**src/rtl/verdict_pkg.sv**
```systemverilog
// Shared types and helpers for the verdict collector: snapshot layout, serializer states,
// drop-counter width and the lowest-set-bit search. Honours VERDICT_TIMESTAMP_EN.
package verdict_pkg;

    localparam int DROP_CNT_W = 16;

    // Default geometry; the top re-declares the snapshot at its own parameter widths.
    localparam int VD_NUM_OUTPUTS = 4;
    localparam int VD_DATA_W      = 64;
    localparam int VD_TS_W        = 32;

    // Widest mask the lowest-set-bit search handles.
    localparam int LSB_MAX_W = 32;

    typedef struct packed {
`ifdef VERDICT_TIMESTAMP_EN
        logic [VD_TS_W-1:0]                  ts;
`endif
        logic [VD_NUM_OUTPUTS-1:0]           mask;
        logic [VD_NUM_OUTPUTS*VD_DATA_W-1:0] values;
    } snapshot_t;

    typedef enum logic [0:0] {
        IDLE = 1'b0,
        EMIT = 1'b1
    } ser_state_t;

    function automatic logic [4:0] lsb_index(input logic [LSB_MAX_W-1:0] mask);
        lsb_index = 5'd0;
        for (int i = LSB_MAX_W - 1; i >= 0; i--) begin
            if (mask[i]) begin
                lsb_index = 5'(i);
            end
        end
    endfunction

endpackage

```
**src/rtl/sync_fifo.sv**
```systemverilog
// Single-clock FIFO with registered full/empty flags and no write-to-read bypass.
// A pop never frees space for a push in the same cycle because full is the registered flag.
module sync_fifo #(
    parameter int WIDTH = 8,
    parameter int DEPTH = 16
) (
    input  logic             clk,
    input  logic             rst,
    input  logic             push,
    input  logic [WIDTH-1:0] push_data,
    input  logic             pop,
    output logic [WIDTH-1:0] pop_data,
    output logic             full,
    output logic             empty
);

    localparam int PTR_W = $clog2(DEPTH);
    localparam int CNT_W = PTR_W + 1;

    logic [WIDTH-1:0] mem_r [DEPTH];
    logic [PTR_W-1:0] wr_ptr_r;
    logic [PTR_W-1:0] rd_ptr_r;
    logic [CNT_W-1:0] count_r;
    logic [CNT_W-1:0] count_nx_s;
    logic             full_r;
    logic             empty_r;
    logic             do_push_s;
    logic             do_pop_s;

    assign do_push_s = push && !full_r;
    assign do_pop_s  = pop && !empty_r;
    assign pop_data  = mem_r[rd_ptr_r];
    assign full      = full_r;
    assign empty     = empty_r;

    // Next occupancy from the qualified push/pop pair.
    always_comb begin
        count_nx_s = count_r;
        case ({do_push_s, do_pop_s})
            2'b10:   count_nx_s = count_r + CNT_W'(1);
            2'b01:   count_nx_s = count_r - CNT_W'(1);
            default: count_nx_s = count_r;
        endcase
    end

    // Pointers, occupancy and the registered flags.
    always_ff @(posedge clk or posedge rst) begin
        if (rst) begin
            wr_ptr_r <= {PTR_W{1'b0}};
            rd_ptr_r <= {PTR_W{1'b0}};
            count_r  <= {CNT_W{1'b0}};
            full_r   <= 1'b0;
            empty_r  <= 1'b1;
        end else begin
            if (do_push_s) begin
                wr_ptr_r <= wr_ptr_r + PTR_W'(1);
            end
            if (do_pop_s) begin
                rd_ptr_r <= rd_ptr_r + PTR_W'(1);
            end
            count_r <= count_nx_s;
            full_r  <= (count_nx_s == CNT_W'(DEPTH));
            empty_r <= (count_nx_s == {CNT_W{1'b0}});
        end
    end

    // Storage array; contents need no reset since the flags gate every read.
    always_ff @(posedge clk) begin
        if (do_push_s) begin
            mem_r[wr_ptr_r] <= push_data;
        end
    end

endmodule

```
**src/rtl/verdict_collector.sv**
```systemverilog
// Snapshots active RTLola monitor outputs into a FIFO and serializes them as records.
// Define VERDICT_TIMESTAMP_EN to carry a timestamp per snapshot; otherwise rec_ts is 0.
module verdict_collector
    import verdict_pkg::*;
#(
    parameter int NUM_OUTPUTS = 4,
    parameter int DATA_W      = 64,
    parameter int TS_W        = 32,
    parameter int FIFO_DEPTH  = 16
) (
    input  logic                          clk,
    input  logic                          rst,
    input  logic                          en,
    input  logic [NUM_OUTPUTS*DATA_W-1:0] out_data,
    input  logic [NUM_OUTPUTS-1:0]        out_aktv,
    output logic                          rec_valid,
    input  logic                          rec_ready,
    output logic [$clog2(NUM_OUTPUTS)-1:0] rec_idx,
    output logic [DATA_W-1:0]             rec_data,
    output logic [TS_W-1:0]               rec_ts,
    output logic                          rec_last,
    output logic                          overflow,
    output logic [DROP_CNT_W-1:0]         drop_cnt
);

    localparam int IDX_W = $clog2(NUM_OUTPUTS);
    localparam int VAL_W = NUM_OUTPUTS * DATA_W;
    localparam logic [DROP_CNT_W-1:0] DROP_MAX = {DROP_CNT_W{1'b1}};
    localparam logic [NUM_OUTPUTS-1:0] MASK_ZERO = {NUM_OUTPUTS{1'b0}};

    typedef struct packed {
`ifdef VERDICT_TIMESTAMP_EN
        logic [TS_W-1:0]        ts;
`endif
        logic [NUM_OUTPUTS-1:0] mask;
        logic [VAL_W-1:0]       values;
    } snap_t;

    localparam int ENTRY_W = $bits(snap_t);

    snap_t                   wr_entry_s;
    snap_t                   head_s;
    logic [ENTRY_W-1:0]      head_vec_s;
    logic                    capture_s;
    logic                    push_s;
    logic                    pop_s;
    logic                    fifo_full_s;
    logic                    fifo_empty_s;

    ser_state_t              state_r;
    ser_state_t              state_nx_s;
    snap_t                   hold_r;
    snap_t                   hold_nx_s;
    logic [NUM_OUTPUTS-1:0]  low_bit_s;
    logic [NUM_OUTPUTS-1:0]  rem_mask_s;
    logic                    handshake_s;

    logic                    rec_valid_r;
    logic [IDX_W-1:0]        rec_idx_r;
    logic [DATA_W-1:0]       rec_data_r;
    logic                    rec_last_r;
    logic                    rec_valid_nx_s;
    logic [IDX_W-1:0]        rec_idx_nx_s;
    logic [DATA_W-1:0]       rec_data_nx_s;
    logic                    rec_last_nx_s;
    logic                    overflow_r;
    logic [DROP_CNT_W-1:0]   drop_cnt_r;

    assign capture_s         = en && (out_aktv != MASK_ZERO);
    assign push_s            = capture_s && !fifo_full_s;
    assign wr_entry_s.mask   = out_aktv;
    assign wr_entry_s.values = out_data;
    assign head_s            = head_vec_s;

`ifdef VERDICT_TIMESTAMP_EN
    logic [TS_W-1:0] ts_r;
    logic [TS_W-1:0] rec_ts_r;
    logic [TS_W-1:0] rec_ts_nx_s;

    assign wr_entry_s.ts = ts_r;
    assign rec_ts        = rec_ts_r;

    // Free-running event-time counter, advancing only in enabled cycles.
    always_ff @(posedge clk or posedge rst) begin
        if (rst) begin
            ts_r <= {TS_W{1'b0}};
        end else if (en) begin
            ts_r <= ts_r + TS_W'(1);
        end
    end
`else
    assign rec_ts = {TS_W{1'b0}};
`endif

    sync_fifo #(
        .WIDTH (ENTRY_W),
        .DEPTH (FIFO_DEPTH)
    ) u_fifo (
        .clk       (clk),
        .rst       (rst),
        .push      (push_s),
        .push_data (wr_entry_s),
        .pop       (pop_s),
        .pop_data  (head_vec_s),
        .full      (fifo_full_s),
        .empty     (fifo_empty_s)
    );

    // Sticky overflow flag and saturating drop counter for snapshots refused by a full FIFO.
    always_ff @(posedge clk or posedge rst) begin
        if (rst) begin
            overflow_r <= 1'b0;
            drop_cnt_r <= {DROP_CNT_W{1'b0}};
        end else if (capture_s && fifo_full_s) begin
            overflow_r <= 1'b1;
            if (drop_cnt_r != DROP_MAX) begin
                drop_cnt_r <= drop_cnt_r + DROP_CNT_W'(1);
            end
        end
    end

    // hold_r.mask keeps the bits still to emit, including the one currently presented.
    assign handshake_s = rec_valid_r && rec_ready;
    assign low_bit_s   = hold_r.mask & (~hold_r.mask + NUM_OUTPUTS'(1));
    assign rem_mask_s  = hold_r.mask & ~low_bit_s;

    // Serializer next state: load from the FIFO, retire one bit per handshake.
    always_comb begin
        state_nx_s = state_r;
        hold_nx_s  = hold_r;
        pop_s      = 1'b0;
        case (state_r)
            IDLE: begin
                if (!fifo_empty_s) begin
                    pop_s      = 1'b1;
                    hold_nx_s  = head_s;
                    state_nx_s = EMIT;
                end else begin
                    state_nx_s = IDLE;
                end
            end
            EMIT: begin
                if (handshake_s) begin
                    if (rem_mask_s != MASK_ZERO) begin
                        hold_nx_s.mask = rem_mask_s;
                    end else if (!fifo_empty_s) begin
                        pop_s     = 1'b1;
                        hold_nx_s = head_s;
                    end else begin
                        hold_nx_s.mask = MASK_ZERO;
                        state_nx_s     = IDLE;
                    end
                end else begin
                    state_nx_s = EMIT;
                end
            end
            default: begin
                hold_nx_s.mask = MASK_ZERO;
                state_nx_s     = IDLE;
            end
        endcase
    end

    // Record fields derived from the next held snapshot so the outputs can be registered.
    always_comb begin
        rec_valid_nx_s = (state_nx_s == EMIT);
        rec_idx_nx_s   = {IDX_W{1'b0}};
        rec_data_nx_s  = {DATA_W{1'b0}};
        rec_last_nx_s  = 1'b0;
`ifdef VERDICT_TIMESTAMP_EN
        rec_ts_nx_s    = {TS_W{1'b0}};
`endif
        if (rec_valid_nx_s) begin
            rec_idx_nx_s  = IDX_W'(lsb_index(LSB_MAX_W'(hold_nx_s.mask)));
            rec_data_nx_s = hold_nx_s.values[rec_idx_nx_s*DATA_W +: DATA_W];
            rec_last_nx_s = ((hold_nx_s.mask & (hold_nx_s.mask - NUM_OUTPUTS'(1))) == MASK_ZERO);
`ifdef VERDICT_TIMESTAMP_EN
            rec_ts_nx_s   = hold_nx_s.ts;
`endif
        end else begin
            rec_last_nx_s = 1'b0;
        end
    end

    // Serializer state, holding register and registered record outputs.
    always_ff @(posedge clk or posedge rst) begin
        if (rst) begin
            state_r     <= IDLE;
            hold_r      <= {ENTRY_W{1'b0}};
            rec_valid_r <= 1'b0;
            rec_idx_r   <= {IDX_W{1'b0}};
            rec_data_r  <= {DATA_W{1'b0}};
            rec_last_r  <= 1'b0;
`ifdef VERDICT_TIMESTAMP_EN
            rec_ts_r    <= {TS_W{1'b0}};
`endif
        end else begin
            state_r     <= state_nx_s;
            hold_r      <= hold_nx_s;
            rec_valid_r <= rec_valid_nx_s;
            rec_idx_r   <= rec_idx_nx_s;
            rec_data_r  <= rec_data_nx_s;
            rec_last_r  <= rec_last_nx_s;
`ifdef VERDICT_TIMESTAMP_EN
            rec_ts_r    <= rec_ts_nx_s;
`endif
        end
    end

    assign rec_valid = rec_valid_r;
    assign rec_idx   = rec_idx_r;
    assign rec_data  = rec_data_r;
    assign rec_last  = rec_last_r;
    assign overflow  = overflow_r;
    assign drop_cnt  = drop_cnt_r;

endmodule

```
**config.mk**
```make
export PLATFORM = sky130hd
export DESIGN_NAME = verdict_collector
export DESIGN_NICKNAME = d
export VERILOG_FILES = /design/src/rtl/verdict_pkg.sv /design/src/rtl/sync_fifo.sv /design/src/rtl/verdict_collector.sv
export SDC_FILE = /design/constraint.sdc
export NUM_CORES = 2
export LEC_CHECK = 0
export CORE_AREA = 5 5 623 625
export CTS_CLUSTER_DIAMETER = 120
export DETAILED_ROUTE_END_ITERATION = 12
export DIE_AREA = 0 0 628 630
export HOLD_SLACK_MARGIN = 0.12
export PLACE_DENSITY = 0.67
export SLEW_MARGIN = 25
export SYNTH_ARGS = -nofsm -noshare
export SYNTH_HDL_FRONTEND = slang
export SYNTH_MEMORY_MAX_BITS = 65536
export SYNTH_SLANG_ARGS = --single-unit
```
**constraint.sdc**
```tcl
create_clock -name clk -period 19.15 [get_ports clk]
set_input_delay 5.745 -clock clk [delete_from_list [all_inputs] [get_ports clk]]
set_output_delay 5.745 -clock clk [all_outputs]
set_load 0.005 [all_outputs]
```
==> impl_metrics.yaml <==
sta:
  max-slew-margin-rel_pct: 25.20
  timing.fmax_ghz: 0.09940
  fin_setup_tns_ps: 0
  min_clock_period_post_route_ps: 10060
  slew_viol_final: 0
  worst-slew-pin-transition_ps: 1122
  unrepaired_setup_endpoints_after_global_routing: "no"
  final_hold_viol_count: 0
  setup_viol: 0
  finalCritPeriodShare_pct: 52.54
  post-route-worst-setup-slack_ps: 9089
  clock-skew-final_ps: 72.03
logic_synthesis:
  yosysWarnings: 0
  number_of_synthesized_flops_with_an_enable_pin: 4160
  async_flop_share_pct: 7.965
  synth.largest_area_cell: "sky130_fd_sc_hd__edfxtp_1"
  syn-mean-instance-area_um2: 23.06
  synth.yosys.seq_area_share_pct: 78.35
  synth_area_um2: 170900
  synth.ff_latch_count: 4520
  postSynth.topFlopCell: "sky130_fd_sc_hd__edfxtp_1"
  synthTopCellsByArea: "sky130_fd_sc_hd__edfxtp_1 73%, sky130_fd_sc_hd__mux4_2 17%, sky130_fd_sc_hd__dfrtp_1 5.3%"
  post_synth_top_area_share_pct: 73.08
  post_synth_num_cell_types: 58
  synthesis.instances: 7414
placement:
  last_weighted_congestion_value_of_the_routability_driven_placer: 0.8229
  placement.setup.worst_slack_ps: 8297
  io_buffers: 348
  place_hpwl_um: 246800
  dpl.cell_count: 12560
worst_setup_path:
  worstPathCellList: "clkdlybuf4s50_1 -> nor2b_1 -> nor2_1 -> nand2_4 -> inv_8 -> a32oi_2 -> a211o_4 -> buf_4 -> buf_4 -> mux2i_1 -> o22ai_1"
  worst_path_dominant_cell_family: "buffers and inverters"
  critical-path-max-stage-delay_ps: 730
  crit_top_cell: "sky130_fd_sc_hd__buf_4"
  setup.worst_path.start_class: "input pin"
  worstPathRequired_ps: 19920
  path_class: "in2reg"
  worst_setup_path_end_kind: "flop"
  worst-path-buf-inv: 4
  critical-path-slowest-cell: "sky130_fd_sc_hd__buf_4"
  arrival_ps: 10830
  critPathMaxFanout: 117
clock_tree:
  clock_tree.buffer_depth: 4
  htreeDepth: 5
  cts_resized: 0
  post_cts.repair.setup_buffers: 0
  clk_transition_reported_paths_ps: 60
  cts_tree: "yes"
  clock-sinks: 4520
  cts_inserted_buffers: 440
  cts-root-buf: "sky130_fd_sc_hd__clkbuf_16"
  insertion_delay_of_the_later_clocked_pin_in_the_worst_skew_pair_ps: 990
  hold_buffers: 0
cells_and_area:
  multiInputGateArea_um2: 35290
  final_cells: 13430
  layout.area.seq_um2: 133900
  fin_nets: 8237
  layout-area-overhead-vs-synth_pct: 14.14
  finish.utilization_pct: 51.15
  post_route_cells_drive_above_1_share_pct: 25.48
  fillCellCount: 28970
floorplanning:
  dieWidth_um: 628
  floorplan.die_area_um2: 395600
  design.portCount: 381
  initial_utilization_pct: 44.81
  fp.dieH_um: 630
  coreArea_um2: 381400
  num_rows: 227
detailed_routing:
  routed_wire_length_per_instance_um: 32.41
  drtAntennaViolNets: 0
  routed_via_density: 5.989
  violation_count_after_the_first_detailed_routing_iteration: 10020
  vias: 80400
  residual_drc: 0
  route.final.wire_length_um: 435100
  drtPass1Iterations: 5
pwr:
  leakage_power_nw: 63.08
  cellPowerDensity_nw_per_um2: 156.2
  power.ir.vdd_worst_v: 0.0001516
outcome:
  run_status: "completed"
grt:
  grt_pass1_wl_um: 621300
  antenna_found_initial: 120
  first_global_vias: 81840
  grt_use_total_pct: 21.71
  aggregate_global_routing_overflow: 0
  pin_count_of_the_biggest_net_entering_global_routing: 186
worst_hold_path:
  hold_path_class: "reg2reg"
job:
  maxCapViolCount: 0
cell type report:
type                    instances  area share [%]
flip-flops and latches       4520           68.65
clock inverters               275           1.370
inverters                      17         0.04425
diodes                         47         0.06028
repair buffers                492           2.558
clock buffers                 544           5.996
multi-input cells            2493           18.09
well taps                    5038           3.231
cells in the mapped netlist (16+ instances only):
| library cell | count |
|---|---|
| sky130_fd_sc_hd__buf_2 | 112 |
| sky130_fd_sc_hd__mux4_2 | 1293 |
| sky130_fd_sc_hd__mux2i_1 | 111 |
| sky130_fd_sc_hd__a22oi_1 | 16 |
| sky130_fd_sc_hd__clkbuf_1 | 225 |
| sky130_fd_sc_hd__dfrtp_1 | 359 |
| sky130_fd_sc_hd__o22ai_1 | 51 |
| sky130_fd_sc_hd__nand2_1 | 815 |
| sky130_fd_sc_hd__edfxtp_1 | 4160 |
| sky130_fd_sc_hd__buf_1 | 28 |
| sky130_fd_sc_hd__buf_4 | 35 |
| sky130_fd_sc_hd__nor2_1 | 27 |
| sky130_fd_sc_hd__xnor2_1 | 21 |
layer usage:
layer / global-route usage [%] / routed length [um] / part of all wire (%)
met1: 29.88 / 169700 / 39
met5: 0 / 252 / 0.058
met4: 7.734 / 17550 / 4.0
met3: 3.892 / 34860 / 8.0
met2: 35.19 / 212800 / 49
power by group:
part           switching [mW]  total (mW)  internal, mW
combinational            5.47        9.34          3.87
sequential              0.509        12.6          12.1
clock                    3.70        8.56          4.86
flip-flops by register name (all words and copies together), names as in the netlist:
register         cells
u_fifo.empty         1
rec_valid            1
overflow             1
u_fifo.rd_ptr_r      4
hold_r             260
u_fifo.count_r       5
rec_data            64
rec_idx              2
rec_last             1
drop_cnt            16
u_fifo.full          1
u_fifo.wr_ptr_r      4
u_fifo.mem_r      4160
stage by stage:
stage | total power [mW] | hold slack (ps) | cell area (um2)
2_1_floorplan | 18.89 | 440.1 | 171100
3_3_place_gp | 22.04 | 450.2 | 180400
3_5_place_dp | 22.17 | 455.7 | 180500
4_1_cts | 30.72 | 470.3 | 194900
5_1_grt | 31.65 | 488.7 | 195000
6_report | 30.48 | 464.2 | 195100
logic make-up after synthesis:
| logic type | after synthesis | share of synthesized area, % |
|---|---|---|
| xor gates and xnor gates | 26 | 0.1332 |
| adders and majority gates | 11 | 0.07759 |
| DFF | 4520 | 78.35 |
| buffers and inverters | 432 | 1.174 |
| and+or+nand+nor | 897 | 2.043 |
| other | 1 | 0.002194 |
| AOI/OAI and AO/OA | 119 | 0.5073 |
| muxes | 1408 | 17.71 |
path summary, 6_finish.rpt:
| kind | start | end | slack, ps | depth (start not counted) |
|---|---|---|---|---|
| setup / recovery | rec_ready | rec_data[2] | 9090 | 11 |
| hold / removal | overflow | overflow | 460 | 1 |
| setup reg to reg | u_fifo.rd_ptr_r[1] | rec_data[1] | 12360 | 11 |
| hold reg to reg | overflow | overflow | 460 | 1 |
| max in group asynchronous | rst | rec_data[29] | 11780 | 5 |
| min in group asynchronous | rst | drop_cnt[12] | 5200 | 2 |
placed cells by master (no fill, tap or decap), types with 7 or more instances in the layout:
master / netlist / layout
sky130_fd_sc_hd__buf_6: 12 / 7
sky130_fd_sc_hd__clkbuf_1: 225 / 81
sky130_fd_sc_hd__mux2i_1: 111 / 111
sky130_fd_sc_hd__diode_2: 0 / 47
sky130_fd_sc_hd__conb_1: 1 / 32
sky130_fd_sc_hd__dfrtp_1: 359 / 356
sky130_fd_sc_hd__xnor2_1: 21 / 21
sky130_fd_sc_hd__a22oi_1: 16 / 16
sky130_fd_sc_hd__nor2_1: 27 / 14
sky130_fd_sc_hd__buf_12: 0 / 24
sky130_fd_sc_hd__o22ai_1: 51 / 51
sky130_fd_sc_hd__clkinv_16: 0 / 9
sky130_fd_sc_hd__ha_1: 9 / 9
sky130_fd_sc_hd__inv_1: 13 / 12
sky130_fd_sc_hd__nand2_1: 815 / 814
sky130_fd_sc_hd__nor2_4: 0 / 12
sky130_fd_sc_hd__clkinv_2: 0 / 88
sky130_fd_sc_hd__buf_4: 35 / 108
sky130_fd_sc_hd__inv_6: 0 / 10
sky130_fd_sc_hd__mux4_2: 1293 / 1293
sky130_fd_sc_hd__clkinvlp_4: 0 / 19
sky130_fd_sc_hd__clkdlybuf4s50_1: 0 / 348
sky130_fd_sc_hd__bufinv_16: 0 / 37
sky130_fd_sc_hd__edfxtp_1: 4160 / 4160
sky130_fd_sc_hd__clkbuf_16: 0 / 446
sky130_fd_sc_hd__clkbuf_8: 0 / 17
sky130_fd_sc_hd__o221ai_1: 13 / 13
sky130_fd_sc_hd__clkinv_1: 1 / 94
sky130_fd_sc_hd__nand3_1: 13 / 12
sky130_fd_sc_hd__nor2b_1: 7 / 7
worst register-to-register path, stage by stage, from the launching register on:
cell and delay (ps):
sky130_fd_sc_hd__dfrtp_4 980, sky130_fd_sc_hd__buf_4 870, sky130_fd_sc_hd__buf_12 640, sky130_fd_sc_hd__buf_12 680, sky130_fd_sc_hd__buf_4 1010, sky130_fd_sc_hd__buf_4 870
sky130_fd_sc_hd__mux4_2 510, sky130_fd_sc_hd__mux4_2 560, sky130_fd_sc_hd__nand2_1 110, sky130_fd_sc_hd__nand2_1 100, sky130_fd_sc_hd__mux2i_1 170, sky130_fd_sc_hd__o22ai_1 110
(Power assumes the default switching activity.)
